### src/rtl/cpu_fetch.sv
// cpu_fetch: fetch stage ahead of cpu_decode; owns the fetch PC, predecodes BR, predicts with a 2-bit BHT (FETCH_BPRED_EN).
// Latency: issue strobe (input_ready) one cycle after the accepting I-cache response, or after a stall is released.
// Backpressure: stall_input at response parks the word in HOLD with no I-cache request; flush redirects and drops it.
module cpu_fetch #(
   parameter logic [15:0] RESET_PC    = 16'h0000,
   parameter int          BHT_ENTRIES = 16
) (
   input  logic        clk,
   input  logic        reset_n,
   input  logic        flush,
   input  logic [15:0] flush_pc,
   input  logic        stall_input,
   output logic        imem_read,
   output logic [15:0] imem_address,
   input  logic [15:0] imem_rdata,
   input  logic        imem_resp,
   input  logic        bp_update,
   input  logic [15:0] bp_update_pc,
   input  logic        bp_taken,
   output logic [15:0] pc,
   output logic [15:0] instruction,
   output logic        branch_prediction,
   output logic        input_ready
);

   typedef enum logic [1:0] {
      S_FETCH = 2'd0,
      S_HOLD  = 2'd1,
      S_DRAIN = 2'd2
   } state_t;

   state_t      r_state, w_state_nxt;
   logic [15:0] r_fetch_pc, r_redirect_pc;
   logic [15:0] r_pc, r_instr;
   logic        r_bpred, r_ready_q;

   logic [15:0] w_fetch_pc_nxt, w_redirect_pc_nxt;
   logic        w_latch, w_ready_nxt;

   logic        w_is_br, w_br_always, w_br_never, w_bht_taken, w_fetch_taken;
   logic [15:0] w_fetch_next, w_hold_next;

   // PC-relative BR target: pc + 2 + sext(offset9) * 2, wrapping at 16 bits
   function automatic logic [15:0] f_target(input logic [15:0] a_pc, input logic [15:0] a_ir);
      return a_pc + 16'd2 + {{6{a_ir[8]}}, a_ir[8:0], 1'b0};
   endfunction

   // Predecode of the word arriving from the I-cache
   assign w_is_br       = (imem_rdata[15:12] == 4'b0000);
   assign w_br_always   = w_is_br && (imem_rdata[11:9] == 3'b111);
   assign w_br_never    = w_is_br && (imem_rdata[11:9] == 3'b000);
   assign w_fetch_taken = w_br_always | (w_is_br & ~w_br_never & w_bht_taken);
   assign w_fetch_next  = w_fetch_taken ? f_target(r_fetch_pc, imem_rdata) : r_fetch_pc + 16'd2;

   // A held word reuses the prediction it was latched with, so pc/branch_prediction stay consistent
   assign w_hold_next   = r_bpred ? f_target(r_pc, r_instr) : r_pc + 16'd2;

`ifdef FETCH_BPRED_EN
   localparam int IDX_W = $clog2(BHT_ENTRIES);

   logic [1:0]       r_bht [BHT_ENTRIES];
   logic [IDX_W-1:0] w_lookup_idx, w_update_idx;
   logic             w_unused_bits;

   assign w_lookup_idx  = r_fetch_pc[IDX_W:1];
   assign w_update_idx  = bp_update_pc[IDX_W:1];
   // Registered table: a same-cycle update is not visible to this lookup
   assign w_bht_taken   = r_bht[w_lookup_idx][1];
   assign w_unused_bits = ^bp_update_pc;

   // Saturating 2-bit counters trained at branch resolution; reset to weakly not-taken
   always_ff @(posedge clk) begin
      if (!reset_n) begin
         for (int i = 0; i < BHT_ENTRIES; i++) begin
            r_bht[i] <= 2'b01;
         end
      end else if (bp_update) begin
         if (bp_taken && (r_bht[w_update_idx] != 2'b11)) begin
            r_bht[w_update_idx] <= r_bht[w_update_idx] + 2'd1;
         end else if (!bp_taken && (r_bht[w_update_idx] != 2'b00)) begin
            r_bht[w_update_idx] <= r_bht[w_update_idx] - 2'd1;
         end
      end
   end
`else
   logic w_unused_bits;

   // No history: conditional BR falls through, BRnzp is still taken by predecode
   assign w_bht_taken   = 1'b0;
   assign w_unused_bits = ^{bp_update, bp_update_pc, bp_taken, (BHT_ENTRIES != 0)};
`endif

   // Next-state and control decode; defaults hold every register
   always_comb begin
      w_state_nxt       = r_state;
      w_fetch_pc_nxt    = r_fetch_pc;
      w_redirect_pc_nxt = r_redirect_pc;
      w_latch           = 1'b0;
      w_ready_nxt       = 1'b0;
      imem_read         = 1'b0;
      case (r_state)
         S_FETCH: begin
            imem_read = 1'b1;
            if (imem_resp) begin
               if (flush) begin
                  w_fetch_pc_nxt = flush_pc;
               end else begin
                  w_latch = 1'b1;
                  if (stall_input) begin
                     w_state_nxt = S_HOLD;
                  end else begin
                     w_ready_nxt    = 1'b1;
                     w_fetch_pc_nxt = w_fetch_next;
                  end
               end
            end else if (flush) begin
               // The cache cannot abort; wait out the request before redirecting
               w_redirect_pc_nxt = flush_pc;
               w_state_nxt       = S_DRAIN;
            end
         end
         S_HOLD: begin
            if (flush) begin
               w_fetch_pc_nxt = flush_pc;
               w_state_nxt    = S_FETCH;
            end else if (!stall_input) begin
               w_ready_nxt    = 1'b1;
               w_fetch_pc_nxt = w_hold_next;
               w_state_nxt    = S_FETCH;
            end
         end
         S_DRAIN: begin
            imem_read = 1'b1;
            if (imem_resp) begin
               // Latest flush wins, including one arriving with the discarded response
               w_fetch_pc_nxt = flush ? flush_pc : r_redirect_pc;
               w_state_nxt    = S_FETCH;
            end else if (flush) begin
               w_redirect_pc_nxt = flush_pc;
            end
         end
         default: begin
            w_state_nxt = S_FETCH;
         end
      endcase
   end

   // State register
   always_ff @(posedge clk) begin
      if (!reset_n) begin
         r_state <= S_FETCH;
      end else begin
         r_state <= w_state_nxt;
      end
   end

   // Fetch and pending-redirect PCs
   always_ff @(posedge clk) begin
      if (!reset_n) begin
         r_fetch_pc    <= RESET_PC;
         r_redirect_pc <= RESET_PC;
      end else begin
         r_fetch_pc    <= w_fetch_pc_nxt;
         r_redirect_pc <= w_redirect_pc_nxt;
      end
   end

   // Issue registers toward decode; ready_q is a single-cycle pulse
   always_ff @(posedge clk) begin
      if (!reset_n) begin
         r_pc      <= 16'h0000;
         r_instr   <= 16'h0000;
         r_bpred   <= 1'b0;
         r_ready_q <= 1'b0;
      end else begin
         r_ready_q <= w_ready_nxt;
         if (w_latch) begin
            r_pc    <= r_fetch_pc;
            r_instr <= imem_rdata;
            r_bpred <= w_fetch_taken;
         end
      end
   end

   assign imem_address      = r_fetch_pc;
   assign pc                = r_pc;
   assign instruction       = r_instr;
   assign branch_prediction = r_bpred;
   assign input_ready       = r_ready_q & ~flush;

endmodule

### config.mk
export PLATFORM = sky130hd
export DESIGN_NAME = cpu_fetch
export DESIGN_NICKNAME = d
export VERILOG_FILES = /design/src/rtl/cpu_fetch.sv
export SDC_FILE = /design/constraint.sdc
export NUM_CORES = 1
export LEC_CHECK = 0
export CAP_MARGIN = 20
export CORE_AREA = 2 2 106 108
export DETAILED_ROUTE_END_ITERATION = 6
export DIE_AREA = 0 0 108 110
export PLACE_DENSITY = 0.88
export SLEW_MARGIN = 20
export SYNTH_ARGS = -nofsm -noshare
export SYNTH_HDL_FRONTEND = slang
export SYNTH_SLANG_ARGS = --single-unit
### constraint.sdc
create_clock -name clk -period 3.2 [get_ports clk]
set_input_delay 0.64 -clock clk [delete_from_list [all_inputs] [get_ports clk]]
set_output_delay 0.64 -clock clk [all_outputs]
set_load 0.02 [all_outputs]
* Word-level counts from Yosys, hierarchy flattened *
Index checks and enable logic that the tools add are counted.

word-level totals
  logic and storage cells = 58
  output and inout port bits = 51
  input port bits = 55
  flip-flop bits (word level) = 68

operators by class
  bitwise operators = 3
  add/sub/neg operators = 4
  reductions and logical operators = 8
  eq/ne operators = 10
  mux-type cells = 26

operators with widths
  operator                                              number
  two-way mux 16 bit                                    9
  one-hot mux 16 bit (3 select lines)                   1
  adder 16 bit                                          2
  adder 16 x 2 -> 16 bit (second input constant)        2
  != test 3 bit (second input constant)                 5
  two-way mux 2 bit                                     7
  AND reduction 5 bit                                   2
  two-way mux 1 bit                                     7
  one-hot mux 2 bit (3 select lines)                    1
  logical NOT 4 bit                                     1
  != test 2 bit (second input constant)                 2
  equality test 3 bit (second input constant)           1
  nonzero test 3 bit                                    1
  equality test 2 x 1 -> 1 bit (second input constant)  1
  equality test 2 bit (second input constant)           1
  logical NOT 2 bit                                     1
  inverter 1 bit                                        2
  one-hot mux 1 bit (2 select lines)                    1
  AND reduction 2 bit                                   1
  OR reduction 2 bit                                    1
  bitwise AND 1 bit                                     1
  logical AND 1 bit                                     1

* Longest topological paths before layout *
  word-level depth = 7
  mapped depth = 14
  depth with buffers taken out = 14

* Worst setup path before layout *
No wires, ideal clock.

  path type = flip-flop to flip-flop
  from = register r_fetch_pc[1] (netlist: imem_address[1])
  to = register r_fetch_pc[15] (netlist: imem_address[15])
  setup time = 86 ps
  stages on the path, launching flop included = 14
  data arrival time = 3419 ps
  buffers on the path = 0
  data required time = 3114 ps
  setup slack = -305 ps
  period minus slack after synthesis = 3505 ps
  cell sequence = dfxtp_1 > ha_1 > nand3_1 > xnor2_1 > ha_1 > a21o_1 > a221oi_2 > a211oi_1 > o31a_1 > o21a_1 > or3_1 > nand4_1 > or3b_1 > a221oi_2

between the ends
  word-level cells in the longest chain between the ends = 7

ends and longest elaborated chain
  what                                     line    RTL
  start, declared                          33      logic [15:0] r_fetch_pc, r_redirect_pc;
  start signal, assigned                   163     r_fetch_pc <= w_fetch_pc_nxt;
  adder 16 x 2 -> 16 bit (*)               45, 53
  adder 16 bit                             45      return a_pc + 16'd2 + {{6{a_ir[8]}}, a_ir[8:0], 1'b0};
  two-way mux 16 bit (*)                   53      assign w_fetch_next = w_fetch_taken ? f_target(r_fetch_pc, imem_rdata) : r_fetch_pc + 16'd2;
  two-way mux 16 bit (*)                   109     if (stall_input) begin
  two-way mux 16 bit (*)                   105     if (flush) begin
  two-way mux 16 bit (*)                   104     if (imem_resp) begin
  one-hot mux 16 bit (3 select lines) (*)  101     case (r_state)

Mark *: on every way between the ends. The rest lies on a longest branch, timed or not. The select of a mux whose other input is x is not followed.
A chain may end at the register's enable or synchronous reset.

* Worst setup path in the final report *
  from = register r_fetch_pc[2] (netlist: imem_address[2])
  to = register r_fetch_pc[15] (netlist: imem_address[15])

Same word-level chain as after synthesis.

==> summary.log <==
INFO  synth          yosysMostFrequentCell=sky130_fd_sc_hd__nand2_1
INFO  synth          synth.cell_area=4950squm
INFO  clock_network  ctsLongestPathBuffers=2
INFO  die            core_region_area=10700squm
INFO  timing         fin_crit_sh=1.05
INFO  detailed_routing dr.first_iter.drc_count=852
INFO  synth          synth.yosys.seq_area_share=0.275
INFO  setup_path     crit_required=3.47ns
INFO  global_routing maximum_number_of_pins_on_one_net_before_global_route_repair=54
INFO  die            ios=106
INFO  detailed_routing drt-total-wl=17.5mm
INFO  synth          ys_types=62
INFO  timing         post-route-min-period=3.35ns
INFO  detailed_routing route.detailed.wl_per_inst=18.2um
INFO  clock_network  cts-htree-levels=3
INFO  die            initial_utilization=0.463
INFO  die            fp.dieArea=11900squm
INFO  timing         max_slew_margin=0.494
INFO  clock_network  cts_made_buffers=9
INFO  power          irDropWorstVdd=0.246mV
INFO  synth          dominant_cell_type_by_area_after_synthesis=sky130_fd_sc_hd__dfxtp_1
INFO  clock_network  cts_num_sinks=68
INFO  run            maxCapViolations=0
INFO  synth          synth_simple_gate_area_share=0.239
INFO  timing         report.final.setup_viol=1
INFO  timing         worst_slew_pin_slew=0.758ns
INFO  setup_path     critPathSlowestCell=sky130_fd_sc_hd__dfxtp_4
INFO  clock_network  cts_root_buffer=sky130_fd_sc_hd__clkbuf_8
INFO  global_routing antenna_found_initial=0
INFO  placement      dp_worst_setup_slack=-0.692ns
INFO  timing         skew=0.0118ns
INFO  detailed_routing via_count=5851
INFO  setup_path     worst_path_largest_cell_delay=0.38ns
INFO  finish         drive_above_1_share=0.180
INFO  global_routing grt_first_pass_wirelength=26.6mm
INFO  worst_hold_path hp-class=register to register
INFO  clock_network  clock_pin_transition_on_the_worst_setup_and_hold_timing_paths=0.08ns
INFO  timing         grt_setup_unrepaired=yes
INFO  die            dieWidth=108um
INFO  synth          synth_enable_flop_cells=0
INFO  setup_path     critical-path-top-delay-family=simple AND/OR/NAND/NOR gates
INFO  synth          main_combinational_cell_family_by_area_after_synthesis=compound AO/OA/AOI/OAI gates
INFO  synth          yosys-top-cells-count=sky130_fd_sc_hd__nand2_1, sky130_fd_sc_hd__a21oi_1, sky130_fd_sc_hd__dfxtp_1
INFO  finish         final_area=6950squm
INFO  synth          syn-mean-instance-area=7.33squm
INFO  setup_path     crit_buf_inv=0
INFO  synth          synth_xor_area_frac=0.0831
INFO  setup_path     timing.critical_path.to_type=register
INFO  synth          ys_async_sr_fraction=0
INFO  placement      place.port_buffers=87
INFO  synth          area_fraction_in_compound_gates_after_synthesis=0.248
INFO  global_routing first_global_vias=5462
INFO  placement      placedInstanceArea=6470squm
INFO  detailed_routing via_per_inst=6.06
INFO  power          design_power_total=3060uW
INFO  synth          synth.net_count=768
INFO  power          leakagePower=0.00280uW
INFO  die            fp_rows=38
INFO  setup_path     crit_type=register to register
INFO  placement      place.detailed.hpwl=12.2mm
INFO  setup_path     cp.arrival=3.62ns
INFO  detailed_routing firstDrtPassIters=6
INFO  finish         fillerInstances=836
INFO  outcome        violations_in_the_final_reports=negative setup slack
INFO  timing         clock.fmax=298MHz
INFO  synth          synthMuxAreaShare=0.0146
INFO  synth          netlist_top_cells_area=sky130_fd_sc_hd__dfxtp_1, sky130_fd_sc_hd__nand2_1, sky130_fd_sc_hd__a21oi_1
INFO  setup_path     critPathLaunchType=register
INFO  detailed_routing drcViolationCount=0
INFO  synth          ys_warn_count=0
INFO  detailed_routing drt.antenna.violating_nets=0
INFO  clock_network  clock_insertion_delay_worst_skew=0.36ns
INFO  setup_path     critical_path.cell_chain=and2_4 -> and2_4 -> nand3_2 -> xnor2_2 -> ha_1 -> a21o_1 -> nor2_2 -> a211oi_2 -> o31a_1 -> o21a_1 -> or3_4 -> nand4_1 -> or3b_1 -> a221oi_2
INFO  clock_network  cts_tree=yes
INFO  global_routing met2_usage=0.469
INFO  setup_path     path_max_fanout=4
INFO  global_routing grtUsageTotal=0.282
INFO  timing         final_sum_of_negative_setup_slack=-0.151ns
INFO  finish         n_antenna_cell=0
INFO  timing         slew_violations=0
INFO  die            die_height=110um
INFO  placement      gp_routability_congestion=0.950
INFO  finish         fin_nets=913
INFO  global_routing gr-max-usage-layer=met2
INFO  setup_path     cpMostUsedCell=sky130_fd_sc_hd__and2_4
INFO  global_routing grt_remaining_overflow=0
INFO  synth          yosys_top_cell_area_share=0.275
INFO  timing         timing_hold_violations_final=0
INFO  global_routing globalRouteMet1Util=0.366
INFO  power          cellPowerDensity=441nW/um^2
INFO  finish         area.growth.synth_to_final=40.2%
INFO  synth          synth_fa_ha_area_frac=0.0965
INFO  global_routing grt_use_met3=0.0459
INFO  synth          synth-seq-cells=68
INFO  timing         timing.final.ws_setup=-0.151ns
INFO  synth          postSynthCellCount=676
INFO  synth          synth-main-ff-cell=sky130_fd_sc_hd__dfxtp_1
INFO  outcome        outcome=finished with violations
[cells by family after synthesis]
logic type / Yosys count
and+or+nand+nor: 265
AOI/OAI and AO/OA: 197
DFF: 68
buffers and inverters: 55
xor gates and xnor gates: 47
adders and majority gates: 37
muxes: 7
[layout make-up]
cell class | count | area [sq um] | area share
multi-input cells | 553 | 3580 | 0.516
inverters | 21 | 78.8 | 0.0113
clock inverters | 7 | 98.8 | 0.0142
repair buffers | 168 | 1500 | 0.217
flip-flops and latches | 68 | 1380 | 0.199
well taps | 140 | 175 | 0.0252
clock buffers | 9 | 124 | 0.0178
[sequential cells by signal, summed over array words and instances (netlist names)]
signal / cells
pc: 16
r_state: 2
r_redirect_pc: 16
imem_address: 16
branch_prediction: 1
r_ready_q: 1
instruction: 16
[cells in the final DEF, fill, tap and decap left out, types with 5 or more instances in the layout]
master,instances
sky130_fd_sc_hd__o211ai_1,5
sky130_fd_sc_hd__a21o_1,11
sky130_fd_sc_hd__nand2_1,136
sky130_fd_sc_hd__o21a_1,6
sky130_fd_sc_hd__and3_1,5
sky130_fd_sc_hd__ha_1,30
sky130_fd_sc_hd__nand4_1,10
sky130_fd_sc_hd__dfxtp_1,60
sky130_fd_sc_hd__nor3_1,16
sky130_fd_sc_hd__xnor2_1,24
sky130_fd_sc_hd__inv_1,18
sky130_fd_sc_hd__o21ai_1,12
sky130_fd_sc_hd__o21ai_0,14
sky130_fd_sc_hd__a21oi_1,91
sky130_fd_sc_hd__a211oi_1,10
sky130_fd_sc_hd__buf_4,79
sky130_fd_sc_hd__xnor2_2,5
sky130_fd_sc_hd__nand3_1,19
sky130_fd_sc_hd__clkbuf_8,9
sky130_fd_sc_hd__clkdlybuf4s50_1,86
sky130_fd_sc_hd__nor2_1,38
sky130_fd_sc_hd__xor2_1,16
sky130_fd_sc_hd__a221oi_1,8
[path summary, 6_finish.rpt]
kind / startpoint / endpoint / slack (ns) / depth (start not counted)
setup / recovery: imem_address[2] / imem_address[15] / -0.15 / 14
hold / removal: instruction[14] / instruction[14] / 0.46 / 2
hold reg to reg: instruction[14] / instruction[14] / 0.46 / 2
setup reg to reg: imem_address[2] / imem_address[15] / -0.15 / 14
[tightest hold or removal path, delay by kind of cell (launching register included)]
family	cells	cell delay (ns)
flops	1	0.31
simple gates	1	0.05
compound gates	1	0.05
[report_power, final]
group | leakage [uW] | internal (uW) | total [uW] | switching [uW]
logic | 0.00213 | 571 | 1260 | 691
registers | 0.000559 | 920 | 1000 | 79.9
clock network | 0.000110 | 442 | 799 | 357
total | 0.00280 | 1930 | 3060 | 1130
[stage by stage]
step,util,instances,hold WS [ns]
CTS,0.637,961,0.457
global placement,0.605,940,0.441
floorplan,-,676,0.434
global route,0.649,966,0.476
detailed placement,0.605,940,0.447
finish,0.649,966,0.456
[layer usage]
layer,share of wire,up-vias
met3,0.094,100
li1,-,2705
met1,0.40,2668
met5,0,-
met2,0.47,378
met4,0.043,0
[what timing repair did]
item	CTS	global route
setup buffers	5	5
hold buffers	0	0
gates resized for setup	17	21
pin swaps	10	17
cloned	0	0
endpoints found under the setup margin	2	6
(Power assumes the default switching activity.)
